**config.mk**
```make
export PLATFORM = sky130hd
export DESIGN_NAME = pc_sequencer
export DESIGN_NICKNAME = d
export VERILOG_FILES = /design/src/rtl/pc_sequencer.sv
export SDC_FILE = /design/constraint.sdc
export NUM_CORES = 1
export LEC_CHECK = 0
export CAP_MARGIN = 20
export CORE_UTILIZATION = 45
export CTS_BUF_LIST = sky130_fd_sc_hd__clkbuf_8 sky130_fd_sc_hd__clkbuf_16
export CTS_CLUSTER_SIZE = 8
export DETAILED_ROUTE_END_ITERATION = 8
export PLACE_DENSITY = 0.79
export SYNTH_ARGS = -nofsm -noshare
export SYNTH_HDL_FRONTEND = slang
export SYNTH_SLANG_ARGS = --single-unit
```
**constraint.sdc**
```tcl
create_clock -name clk -period 7.4 [get_ports clk]
set_clock_uncertainty 0.2 [all_clocks]
set_input_delay 1.85 -clock clk [delete_from_list [all_inputs] [get_ports clk]]
set_output_delay 1.85 -clock clk [all_outputs]
set_load 0.01 [all_outputs]
```
**src/rtl/pc_sequencer.sv**
```systemverilog
// pc_sequencer: program-counter unit for the single-cycle MIPS core.
// Selects the next PC (exception > jr > jump > branch > sequential), holds on
// stall, traps misaligned redirect targets to EXC_VEC, and keeps a small
// circular return-address stack pushed by jal and popped by jr.
module pc_sequencer #(
   parameter int               WIDTH     = 32,
   parameter logic [WIDTH-1:0] RESET_VEC = '0,
   parameter logic [WIDTH-1:0] EXC_VEC   = 'h80,
   parameter int               RAS_DEPTH = 4
) (
   input  logic             clk,
   input  logic             reset,
   input  logic             stall,
   input  logic             exc,
   input  logic             branch_taken,
   input  logic [WIDTH-1:0] branch_target,
   input  logic             jump,
   input  logic [WIDTH-1:0] jump_target,
   input  logic             call,
   input  logic             jr,
   input  logic [WIDTH-1:0] jr_target,
   output logic [WIDTH-1:0] pc,
   output logic [WIDTH-1:0] pc_plus4,
   output logic [WIDTH-1:0] ras_top,
   output logic             ras_empty,
   output logic             ras_full,
   output logic             misalign
);

   localparam int PW = $clog2(RAS_DEPTH);
   localparam int CW = $clog2(RAS_DEPTH + 1);
   localparam logic [CW-1:0] FULL_CNT = CW'(RAS_DEPTH);

   logic [WIDTH-1:0] r_pc;
   logic             r_misalign;
   logic [WIDTH-1:0] r_ras [RAS_DEPTH];
   logic [PW-1:0]    r_ptr;
   logic [CW-1:0]    r_count;

   logic [WIDTH-1:0] w_pc_plus4;
   logic [WIDTH-1:0] w_target;
   logic             w_redir;
   logic             w_trap;
   logic [WIDTH-1:0] w_pc_next;
   logic             w_ras_en;
   logic [PW-1:0]    w_ptr_m1;
   logic             w_empty;
   logic             w_full;

   assign w_pc_plus4 = r_pc + WIDTH'(4);
   assign w_ptr_m1   = r_ptr - PW'(1);
   assign w_empty    = (r_count == '0);
   assign w_full     = (r_count == FULL_CNT);

   // Redirect target selection, misalignment trap and next-PC mux
   always_comb begin
      w_target  = branch_target;
      w_redir   = 1'b0;
      if (jr) begin
         w_target = jr_target;
         w_redir  = 1'b1;
      end else if (jump) begin
         w_target = jump_target;
         w_redir  = 1'b1;
      end else if (branch_taken) begin
         w_target = branch_target;
         w_redir  = 1'b1;
      end
      w_trap = w_redir && (w_target[1:0] != 2'b00);
      if (exc || w_trap)
         w_pc_next = EXC_VEC;
      else if (w_redir)
         w_pc_next = w_target;
      else
         w_pc_next = w_pc_plus4;
      // exception and trapped redirects leave the RAS untouched
      w_ras_en = !stall && !exc && !w_trap;
   end

   // PC and misalign flag; exception overrides stall
   always_ff @(posedge clk or posedge reset) begin
      if (reset) begin
         r_pc       <= RESET_VEC;
         r_misalign <= 1'b0;
      end else if (exc) begin
         r_pc       <= EXC_VEC;
         r_misalign <= 1'b0;
      end else if (!stall) begin
         r_pc       <= w_pc_next;
         r_misalign <= w_trap;
      end
   end

   // Return-address stack: circular buffer, write pointer, saturating count
   always_ff @(posedge clk or posedge reset) begin
      if (reset) begin
         for (int i = 0; i < RAS_DEPTH; i++) r_ras[i] <= '0;
         r_ptr   <= '0;
         r_count <= '0;
      end else if (w_ras_en) begin
         if (call && (!jr || w_empty)) begin
            // push; when full the oldest entry is overwritten
            r_ras[r_ptr] <= w_pc_plus4;
            r_ptr        <= r_ptr + PW'(1);
            if (!w_full) r_count <= r_count + CW'(1);
         end else if (call && jr) begin
            // jal-through-jr: replace top in place
            r_ras[w_ptr_m1] <= w_pc_plus4;
         end else if (jr && !w_empty) begin
            r_ptr   <= w_ptr_m1;
            r_count <= r_count - CW'(1);
         end
      end
   end

   assign pc        = r_pc;
   assign pc_plus4  = w_pc_plus4;
   assign misalign  = r_misalign;
   assign ras_top   = w_empty ? '0 : r_ras[w_ptr_m1];
   assign ras_empty = w_empty;
   assign ras_full  = w_full;

endmodule

```
==> flow_metrics.env, run 1 <==
export IMPL_die_wd_um=147
export IMPL_slew_headroom=0.303
export IMPL_seq_power_share=0.357
export IMPL_hold_ws_ns=0.285
export IMPL_h_tree_depth=4
export IMPL_min_period_over_period=0.765
export IMPL_cts_sink_count=166
export IMPL_yosys_most_used_dff="dfrtp_1"
export IMPL_ys_ff_latch=166
export IMPL_power_switching_mw=1.31
export IMPL_core_area_um2=20400
export IMPL_initial_antenna_violation_count=0
export IMPL_setup_violations=0
export IMPL_timing_worst_slew_pin_value_ns=1.04
export IMPL_grt_max_degree=108
export IMPL_async_reset_ff_frac=1.00
export IMPL_post_cts_resize_count=0
export IMPL_detail_route_wl_per_cell_um=18.3
export IMPL_cell_area_after_synthesis_um2=9400
export IMPL_period_needed_ns=5.66
export IMPL_final_layout_size_suffix_gt1_frac=0.0930
export IMPL_post_drt_via_cell_ratio=5.71
export IMPL_max_freq_ghz=0.177
export IMPL_ir_drop_mv=0.191
export IMPL_detailedRoute_firstIterationViolations=627
export IMPL_n_antenna_cell=0
export IMPL_cts_made_buffers=17
export IMPL_ys_warnings_count=0
export IMPL_yosys_cell_types_count=71
export IMPL_avgSynthCellArea_um2=9.58
export IMPL_placementRows=52
export IMPL_vias=8119
export IMPL_synth_enable_flop_cells=0
export IMPL_run_status="complete, no violations"
export IMPL_pwr_density_cell_nw_per_um2=330
export IMPL_gr_total_overflow=0
export IMPL_worst_skew_pair_late_latency_ns=0.43
export IMPL_clkTransAtPathRegs_ns=0.06
export IMPL_synth_seq_area_share=0.442
export IMPL_synth_largest_type_area_fraction=0.442
export IMPL_clockRootBuffer="clkbuf_16"
export IMPL_worst_hold_launch="r_ras[1]$_DFFE_PP0P_"
export IMPL_synth_largest_area_cell="dfrtp_1"
export IMPL_grt_total_usage=0.253
export IMPL_dieHeight_um=147
export IMPL_place_gp_congestion=0.903
export IMPL_tns_ns=0
export IMPL_post_dp_hpwl_um=18400
export IMPL_clock_power_share=0.220
export IMPL_residual_drc=0
export IMPL_crit_path_end_kind="output pin"
export IMPL_cp_max_fo=12
export IMPL_number_of_global_route_vias_before_repair=7692
export IMPL_initial_core_utilization=0.461
export IMPL_nets=1251
export IMPL_rsz0062_at_grt="no"
export IMPL_fp_dieArea_um2=21500
export IMPL_postRouteWirelength_um=26000
export IMPL_cp_startpoint="pc[2]$_DFFE_PP0P_"
export IMPL_yosys_top_cells_area="dfrtp_1 44%, mux4_2 7.7%, a21oi_1 6.0%"
export IMPL_timing_max_transition_violations_final=0
export IMPL_io_pin_count=203
export IMPL_final_hold_violation_count=0
export IMPL_startpoint_type="flop"
export IMPL_worst_setup_path_type="reg -> out"
export IMPL_leakage_nw=5.23
export IMPL_cp_required_ns=5.35
export IMPL_netlist_instances=981
export IMPL_hp_class="reg -> reg"
export IMPL_cts_hold_repair_buffers=0
export IMPL_port_buffer_count=202
export IMPL_flow_area_growth_from_synthesis_pct=28.3
export IMPL_postSynthNetCount=1094
export IMPL_post_cts_repair_setup_buffers=0
export IMPL_clock_path_buffers=2
export IMPL_critPathArrivalTime_ns=3.61
export IMPL_firstDrtPassIters=5
export IMPL_tritoncts="done"
export IMPL_grt_first_pass_wirelength_um=42300
export IMPL_power_switching_fraction=0.328
export IMPL_intPower_mw=2.68
export IMPL_max_capacitance_violation_count=0
export IMPL_power_combinational_fraction=0.422
export IMPL_filler_cell_count=1753
export IMPL_final_antenna_net_count=0
export IMPL_critical_path_reg2reg_startpoint="r_ptr[0]$_DFFE_PP0P_"
flip-flops by register name (all words and copies together) (netlist names):
register	count
misalign	1
pc	32
r_count	3
r_ptr	2
r_ras	128
per-layer routing:
metal	vias up	global-route usage	routed length (µm)
li1	3783	-	-
met1	3965	0.356	11600
met2	324	0.388	12100
met3	47	0.0450	1670
met4	0	0.101	707
met5	-	0	0
critical path, cell delays in order (launching register included):
cell,delay [ns]
dfrtp_1,0.62
ha_1,0.33
nand3_1,0.23
or2_1,0.45
o41ai_1,0.41
a21boi_1,0.44
inv_1,0.18
clkdlybuf4s50_1,0.51
logic make-up (layout without fill, tap and decap cells):
group / Yosys count / in the layout / synth area share
adder cells (fa/ha/maj): 9 / 9 / 0.0128
AND/OR/NAND/NOR: 326 / 326 / 0.178
flip-flops: 166 / 166 / 0.442
buffers and inverters: 141 / 311 / 0.0678
multiplexers: 45 / 45 / 0.0923
XOR/XNOR: 24 / 24 / 0.0224
AO/OA/AOI/OAI: 270 / 270 / 0.185
power groups by stage:
| stage | combinational [mW] | sequential [mW] | clock, mW |
|---|---|---|---|
| finish | 1.68 | 1.42 | 0.878 |
| global route | 1.84 | 1.46 | 0.924 |
| CTS | 1.69 | 1.42 | 0.884 |
| detailed placement | 1.68 | 1.44 | 0 |
| global placement | 1.65 | 1.43 | 0 |
| floorplan | 1.10 | 1.34 | 0 |
synthesized netlist by cell type, types with 4 or more instances:
library cell / count
xor2_1: 6
or3_1: 4
mux2_1: 12
nor2_1: 132
o31ai_2: 4
a21oi_1: 113
xnor2_1: 18
o311a_1: 4
a221o_1: 5
dfrtp_1: 166
a32o_1: 4
nor3_2: 4
buf_4: 7
o2bb2ai_1: 6
clkbuf_1: 22
nor4b_1: 4
a221oi_1: 22
a211oi_1: 4
nand4_1: 12
mux4_2: 32
nand3_1: 11
buf_2: 35
ha_1: 8
nand2_1: 62
a21o_1: 17
a311oi_1: 4
and4_1: 5
buf_6: 5
o21a_1: 5
nor3b_1: 8
o21ai_0: 15
buf_1: 8
nor3_1: 9
o21ai_1: 33
a22o_1: 4
nor2b_1: 42
nand2b_1: 4
and2_1: 6
inv_1: 64
o31ai_1: 12
path summary, 6_finish.rpt:
| kind | slack [ns] | cells after the start | end |
|---|---|---|---|
| min in group asynchronous | 1.80 | 2 | r_ras[9]$_DFFE_PP0P_ |
| max in group asynchronous | 3.84 | 3 | r_ras[15]$_DFFE_PP0P_ |
| worst max-delay path | 1.74 | 7 | pc_plus4[20] |
| worst min-delay path | 0.29 | 1 | r_ras[1]$_DFFE_PP0P_ |
| worst max register to register | 4.37 | 7 | r_ras[3]$_DFFE_PP0P_ |
| worst min register to register | 0.29 | 1 | r_ras[1]$_DFFE_PP0P_ |
final cells by class:
| type | instances | area (µm²) | share of cell area |
|---|---|---|---|
| repair buffers | 215 | 2120 | 0.176 |
| clock inverters | 13 | 131 | 0.0109 |
| clock buffers | 19 | 453 | 0.0376 |
| inverters | 64 | 245 | 0.0203 |
| well taps | 270 | 338 | 0.0280 |
| multi-input cells | 674 | 4610 | 0.383 |
| flip-flops and latches | 166 | 4160 | 0.345 |
through the flow:
step,area (µm²),cells,total power [mW],worst slack [ns],util
6_report,12100,1421,3.98,1.74,0.592
5_1_grt,12100,1421,4.23,1.50,0.592
4_1_cts,12000,1420,3.99,1.80,0.591
3_5_place_dp,11500,1388,3.12,2.29,0.562
3_3_place_gp,11500,1388,3.08,2.32,0.562
2_1_floorplan,9400,981,2.45,0.860,-
cell usage in the layout (no fill, tap or decap), drive strengths merged, types with 5 or more instances in the layout:
cell type / count
ha: 8
nand3: 11
nor3: 14
o21ai: 49
xnor2: 18
a21oi: 113
a221o: 5
a31o: 5
clkdlybuf4s50: 200
o2bb2ai: 6
a221oi: 22
nand2: 63
nand4: 14
buf: 15
nor4: 6
nor3b: 8
clkinv: 5
o31ai: 16
nor2b: 42
clkbuf: 19
mux2: 13
inv: 67
and4: 6
dfrtp: 166
a21o: 17
xor2: 6
o21a: 5
and2: 6
mux4: 32
nor2: 132
Note: power is estimated with default switching activity, not from simulation.
==> inputs of run 2 (changes only) <==
Clock period 7.4 ns to 5.8 ns, I/O delays scaled along.
==> flow_metrics.env, run 2 (synthesis gave the netlist of run 1 again) <==
export IMPL_run_status="complete, no violations"
export IMPL_h_tree_depth=4
export IMPL_hp_class="reg -> reg"
export IMPL_grt_total_usage=0.253
export IMPL_detail_route_wl_per_cell_um=18.5
export IMPL_ir_drop_mv=0.256
export IMPL_timing_max_transition_violations_final=0
export IMPL_postRouteWirelength_um=26300
export IMPL_flow_area_growth_from_synthesis_pct=29.3
export IMPL_initial_core_utilization=0.461
export IMPL_gr_total_overflow=0
export IMPL_clock_path_buffers=2
export IMPL_core_area_um2=20400
export IMPL_crit_path_end_kind="output pin"
export IMPL_power_switching_mw=1.72
export IMPL_max_capacitance_violation_count=0
export IMPL_placementRows=52
export IMPL_setup_violations=0
export IMPL_initial_antenna_violation_count=1
export IMPL_max_freq_ghz=0.198
export IMPL_number_of_global_route_vias_before_repair=7916
export IMPL_layout_cells_most_common_list="200 x clkdlybuf4s50_1, 165 x dfrtp_1, 132 x nor2_1"
export IMPL_io_pin_count=203
export IMPL_place_gp_congestion=0.860
export IMPL_sequential_cell_area_um2=4160
export IMPL_timing_critical_path_slowest_cell_delay_ns=0.57
export IMPL_cp_required_ns=4.15
export IMPL_fp_dieArea_um2=21500
export IMPL_max_flop_register="r_ras"
export IMPL_leakage_nw=5.27
export IMPL_timing_critical_path_buf_inv=2
export IMPL_final_layout_size_suffix_gt1_frac=0.0986
export IMPL_cp_max_fo=12
export IMPL_placement_cell_area_um2=11500
export IMPL_final_hold_violation_count=0
export IMPL_slew_headroom=0.277
export IMPL_seq_power_share=0.345
export IMPL_tns_ns=0
export IMPL_filler_cell_count=1661
export IMPL_worst_setup_path_type="reg -> out"
export IMPL_dieHeight_um=147
export IMPL_leading_cell_type_in_the_layout_fill_and_taps_excluded="clkdlybuf4s50_1"
export IMPL_post_dp_hpwl_um=18600
export IMPL_timing_worst_slew_pin_value_ns=1.08
export IMPL_intPower_mw=3.48
export IMPL_die_wd_um=147
export IMPL_fin_cells=1426
export IMPL_min_period_over_period=0.870
export IMPL_clkTransAtPathRegs_ns=0.07
export IMPL_post_cts_repair_setup_buffers=0
export IMPL_grt_max_degree=167
export IMPL_cts_hold_repair_buffers=0
export IMPL_detailedRoute_firstIterationViolations=766
export IMPL_firstDrtPassIters=7
export IMPL_grt_first_pass_wirelength_um=42600
export IMPL_period_needed_ns=5.05
export IMPL_largest_register_ff_count=128
export IMPL_critical_path_top_delay_family="compound AO/OA/AOI/OAI gates"
export IMPL_tritoncts="done"
export IMPL_clock_power_share=0.232
export IMPL_startpoint_type="flop"
export IMPL_crit_chain="ha_1, nand3_1, or2_1, o41ai_1, a21boi_1, inv_1, clkdlybuf4s50_1"
export IMPL_cpMaxStageDelayCell="dfrtp_1"
export IMPL_multi_input_area_um2=4610
export IMPL_n_antenna_cell=0
export IMPL_setup_slack_ns=0.754
export IMPL_nets=1256
export IMPL_worst_skew_pair_late_latency_ns=0.43
export IMPL_port_buffer_count=202
export IMPL_cts_made_buffers=17
export IMPL_pwr_density_cell_nw_per_um2=428
export IMPL_final_area_um2=12200
export IMPL_residual_drc=0
export IMPL_cts_sink_count=166
export IMPL_critPathArrivalTime_ns=3.40
export IMPL_power_switching_fraction=0.331
export IMPL_post_place_ws_ns=1.24
export IMPL_dp_cells=1393
export IMPL_power_combinational_fraction=0.423
export IMPL_vias=8196
export IMPL_post_cts_resize_count=0
export IMPL_clockRootBuffer="clkbuf_16"
export IMPL_final_antenna_net_count=0
export IMPL_rsz0062_at_grt="no"
export IMPL_post_drt_via_cell_ratio=5.75
## run 2: changes by cell type in the layout (fill, tap and decap cells not counted)
cell and change:
buf_12 +1, buf_4 +3, buf_6 +1, bufinv_16 +2, clkbuf_8 -2, clkinv_4 -1, clkinvlp_4 +2, inv_1 -2
inv_8 +1
## run 2: metal layers
metal	part of all wire	up-vias	GRT usage
li1	-	3799	-
met1	0.43	4001	0.338
met2	0.48	358	0.410
met3	0.067	38	0.0572
met4	0.022	0	0.0755
met5	0	-	0
## run 2: cell type report
type	instances	share of cell area
clock buffer	17	0.0350
clock inverter	15	0.0167
inverter	64	0.0201
multi-input combinational	674	0.380
sequential	166	0.342
tap	270	0.0278
timing repair buffer	220	0.179
## run 2: power by group through the flow
stage / combinational [mW] / clock (mW) / sequential [mW]
final: 2.20 / 1.21 / 1.80
after global routing: 2.41 / 1.26 / 1.84
after CTS: 2.23 / 1.22 / 1.79
after detailed placement: 2.21 / 0 / 1.80
after global placement: 2.16 / 0 / 1.78
after floorplan: 1.41 / 0 / 1.71
## run 2: worst paths after layout
kind / endpoint / slack [ns] / startpoint / cells after the start
min in group asynchronous: r_ras[25]$_DFFE_PP0P_ / 1.36 / reset / 3
setup / recovery: pc_plus4[20] / 0.75 / pc[2]$_DFFE_PP0P_ / 7
setup reg to reg: r_ras[65]$_DFFE_PP0P_ / 2.73 / r_ptr[0]$_DFFE_PP0P_ / 7
max in group asynchronous: r_ras[127]$_DFFE_PP0P_ / 3.29 / reset / 3
hold reg to reg: r_ras[86]$_DFFE_PP0P_ / 0.29 / r_ras[86]$_DFFE_PP0P_ / 2
hold / removal: r_ras[86]$_DFFE_PP0P_ / 0.29 / r_ras[86]$_DFFE_PP0P_ / 2
## run 2: metrics by stage
step | util | hold slack, ns | power, mW
6_report | 0.597 | 0.287 | 5.20
5_1_grt | 0.597 | 0.305 | 5.51
4_1_cts | 0.596 | 0.288 | 5.23
3_5_place_dp | 0.565 | 0.274 | 4.01
3_3_place_gp | 0.565 | 0.263 | 3.95
2_1_floorplan | - | 0.250 | 3.12
## run 2: worst register-to-register path: cells and delay by family, from the launching register on
family	cells	cell delay, ns
buffers and inverters	2	0.82
AND/OR/NAND/NOR	2	0.56
AO/OA/AOI/OAI	1	0.31
multiplexers	1	0.42
flip-flops	1	0.35
adder cells (fa/ha/maj)	1	0.29
==> inputs of run 3 (changes only) <==
Settings changed: CORE_UTILIZATION 45 to 40, PLACE_DENSITY 0.79 to 0.72.
==> flow_metrics.env, run 3 (synthesis gave the netlist of run 1 again) <==
export IMPL_grt_max_degree=167
export IMPL_port_buffer_count=202
export IMPL_crit_chain="ha_1, nand3_1, or2_1, o41ai_1, a21boi_1, inv_1, clkdlybuf4s50_1"
export IMPL_hp_class="reg -> reg"
export IMPL_nets=1254
export IMPL_pwr_density_cell_nw_per_um2=425
export IMPL_rsz0062_at_grt="no"
export IMPL_cpMaxStageDelayCell="dfrtp_1"
export IMPL_timing_max_transition_violations_final=0
export IMPL_initial_antenna_violation_count=0
export IMPL_slew_headroom=0.384
export IMPL_max_flop_register="r_ras"
export IMPL_cts_made_buffers=17
export IMPL_tns_ns=0
export IMPL_max_freq_ghz=0.192
export IMPL_clock_power_share=0.228
export IMPL_grt_total_usage=0.231
export IMPL_cts_sink_count=166
export IMPL_intPower_mw=3.48
export IMPL_placementRows=55
export IMPL_timing_critical_path_slowest_cell_delay_ns=0.57
export IMPL_power_total_mw=5.18
export IMPL_seq_power_share=0.346
export IMPL_core_area_um2=22800
export IMPL_cp_max_fo=12
export IMPL_place_gp_congestion=0.864
export IMPL_leakage_nw=5.27
export IMPL_cp_required_ns=4.15
export IMPL_postRouteWirelength_um=27000
export IMPL_period_needed_ns=5.21
export IMPL_critPathCapture="pc_plus4[20]"
export IMPL_worst_setup_path_type="reg -> out"
export IMPL_io_pin_count=203
export IMPL_timing_worst_slew_pin_value_ns=0.925
export IMPL_n_antenna_cell=0
export IMPL_critical_path_reg2reg_startpoint="r_ptr[0]$_DFFE_PP0P_"
export IMPL_setup_slack_ns=0.588
export IMPL_fp_dieArea_um2=24100
export IMPL_leading_cell_type_in_the_layout_fill_and_taps_excluded="clkdlybuf4s50_1"
export IMPL_setup_reg_to_reg_worst_slack_ns=2.49
export IMPL_largest_register_ff_count=128
export IMPL_ir_drop_mv=0.236
export IMPL_crit_reg2reg_capture="r_ras[84]$_DFFE_PP0P_"
export IMPL_cts_hold_repair_buffers=0
export IMPL_post_cts_repair_setup_buffers=0
export IMPL_r2r_worst_path_cells=8
export IMPL_flow_area_growth_from_synthesis_pct=29.7
export IMPL_dieHeight_um=155
export IMPL_power_switching_fraction=0.329
export IMPL_vias=8075
export IMPL_number_of_global_route_vias_before_repair=7763
export IMPL_crit_path_end_kind="output pin"
export IMPL_power_switching_mw=1.70
export IMPL_filler_cell_count=2087
export IMPL_gr_total_overflow=0
export IMPL_startpoint_type="flop"
export IMPL_finalCoreUtilization=0.533
export IMPL_grt_first_pass_wirelength_um=42800
export IMPL_initial_core_utilization=0.411
export IMPL_worst_skew_pair_late_latency_ns=0.43
export IMPL_h_tree_depth=4
export IMPL_setup_violations=0
export IMPL_post_drt_via_cell_ratio=5.50
export IMPL_final_layout_size_suffix_gt1_frac=0.0962
export IMPL_clock_path_buffers=2
export IMPL_max_capacitance_violation_count=0
export IMPL_cp_startpoint="pc[2]$_DFFE_PP0P_"
export IMPL_layout_cells_most_common_list="200 x clkdlybuf4s50_1, 165 x dfrtp_1, 132 x nor2_1"
export IMPL_clkTransAtPathRegs_ns=0.06
export IMPL_power_combinational_fraction=0.425
export IMPL_hold_ws_ns=0.281
export IMPL_firstDrtPassIters=5
export IMPL_detail_route_wl_per_cell_um=18.4
export IMPL_run_status="complete, no violations"
export IMPL_final_hold_violation_count=0
export IMPL_die_wd_um=155
export IMPL_critPathArrivalTime_ns=3.56
export IMPL_clockRootBuffer="clkbuf_16"
export IMPL_post_cts_resize_count=0
export IMPL_residual_drc=0
export IMPL_detailedRoute_firstIterationViolations=658
export IMPL_min_period_over_period=0.899
export IMPL_post_dp_hpwl_um=18800
export IMPL_tritoncts="done"
export IMPL_post_place_ws_ns=1.09
export IMPL_final_antenna_net_count=0
[run 3: cell types whose count changed in the layout (fill, tap and decap cells not counted)]
| cell | delta |
|---|---|
| clkinvlp_4 | -4 |
| clkbuf_8 | +3 |
| buf_4 | -2 |
| clkinv_4 | +2 |
| inv_6 | -2 |
| bufinv_16 | -1 |
| clkinv_2 | +1 |
| inv_1 | +1 |
[run 3: how the worst min path moves through the flow]
stage / slack [ns] / start / cells past startpoint / endpoint
after global routing: 0.29 / r_ras[99]$_DFFE_PP0P_ / 1 / r_ras[99]$_DFFE_PP0P_
after CTS: 0.29 / r_ras[66]$_DFFE_PP0P_ / 2 / r_ras[66]$_DFFE_PP0P_
final: 0.28 / r_ras[91]$_DFFE_PP0P_ / 2 / r_ras[91]$_DFFE_PP0P_
after global placement: 0.26 / r_ras[86]$_DFFE_PP0P_ / 2 / r_ras[86]$_DFFE_PP0P_
after floorplan: 0.25 / r_ras[66]$_DFFE_PP0P_ / 2 / r_ras[66]$_DFFE_PP0P_
after detailed placement: 0.27 / r_ras[66]$_DFFE_PP0P_ / 2 / r_ras[66]$_DFFE_PP0P_
[run 3: through the flow]
| step | instances | instance area, µm² |
|---|---|---|
| floorplan | 981 | 9400 |
| global placement | 1434 | 11600 |
| detailed placement | 1435 | 11600 |
| CTS | 1467 | 12200 |
| global route | 1467 | 12200 |
| finish | 1467 | 12200 |
[run 3: cell type report]
class / count / area [µm²] / area share
Timing Repair Buffer: 218 / 2160 / 0.177
Clock inverter: 12 / 151 / 0.0124
Sequential cell: 166 / 4160 / 0.341
Tap cell: 313 / 392 / 0.0321
Inverter: 64 / 244 / 0.0200
Multi-Input combinational cell: 674 / 4610 / 0.379
Clock buffer: 20 / 467 / 0.0383
[run 3: power by group through the flow]
stage          Combinational [mW]  Clock (mW)  Sequential, mW
2_1_floorplan                1.41           0            1.71
3_3_place_gp                 2.20           0            1.79
3_5_place_dp                 2.22           0            1.81
4_1_cts                      2.24        1.20            1.79
5_1_grt                      2.41        1.25            1.84
6_report                     2.20        1.18            1.80
[run 3: per-layer routing]
metal / vias to the layer above / global-route usage / share of wire
met5: - / 0 / 0
met2: 333 / 0.369 / 0.48
met1: 3921 / 0.311 / 0.44
met4: 0 / 0.0616 / 0.017
met3: 31 / 0.0613 / 0.068
li1: 3790 / - / -
[run 3: critical path, delay by kind of cell, from the launching register on]
| family | cells | cell delay [ns] |
|---|---|---|
| buffers and inverters | 2 | 0.69 |
| flip-flops | 1 | 0.57 |
| AO/OA/AOI/OAI | 2 | 0.90 |
| adder cells (fa/ha/maj) | 1 | 0.31 |
| AND/OR/NAND/NOR | 2 | 0.65 |
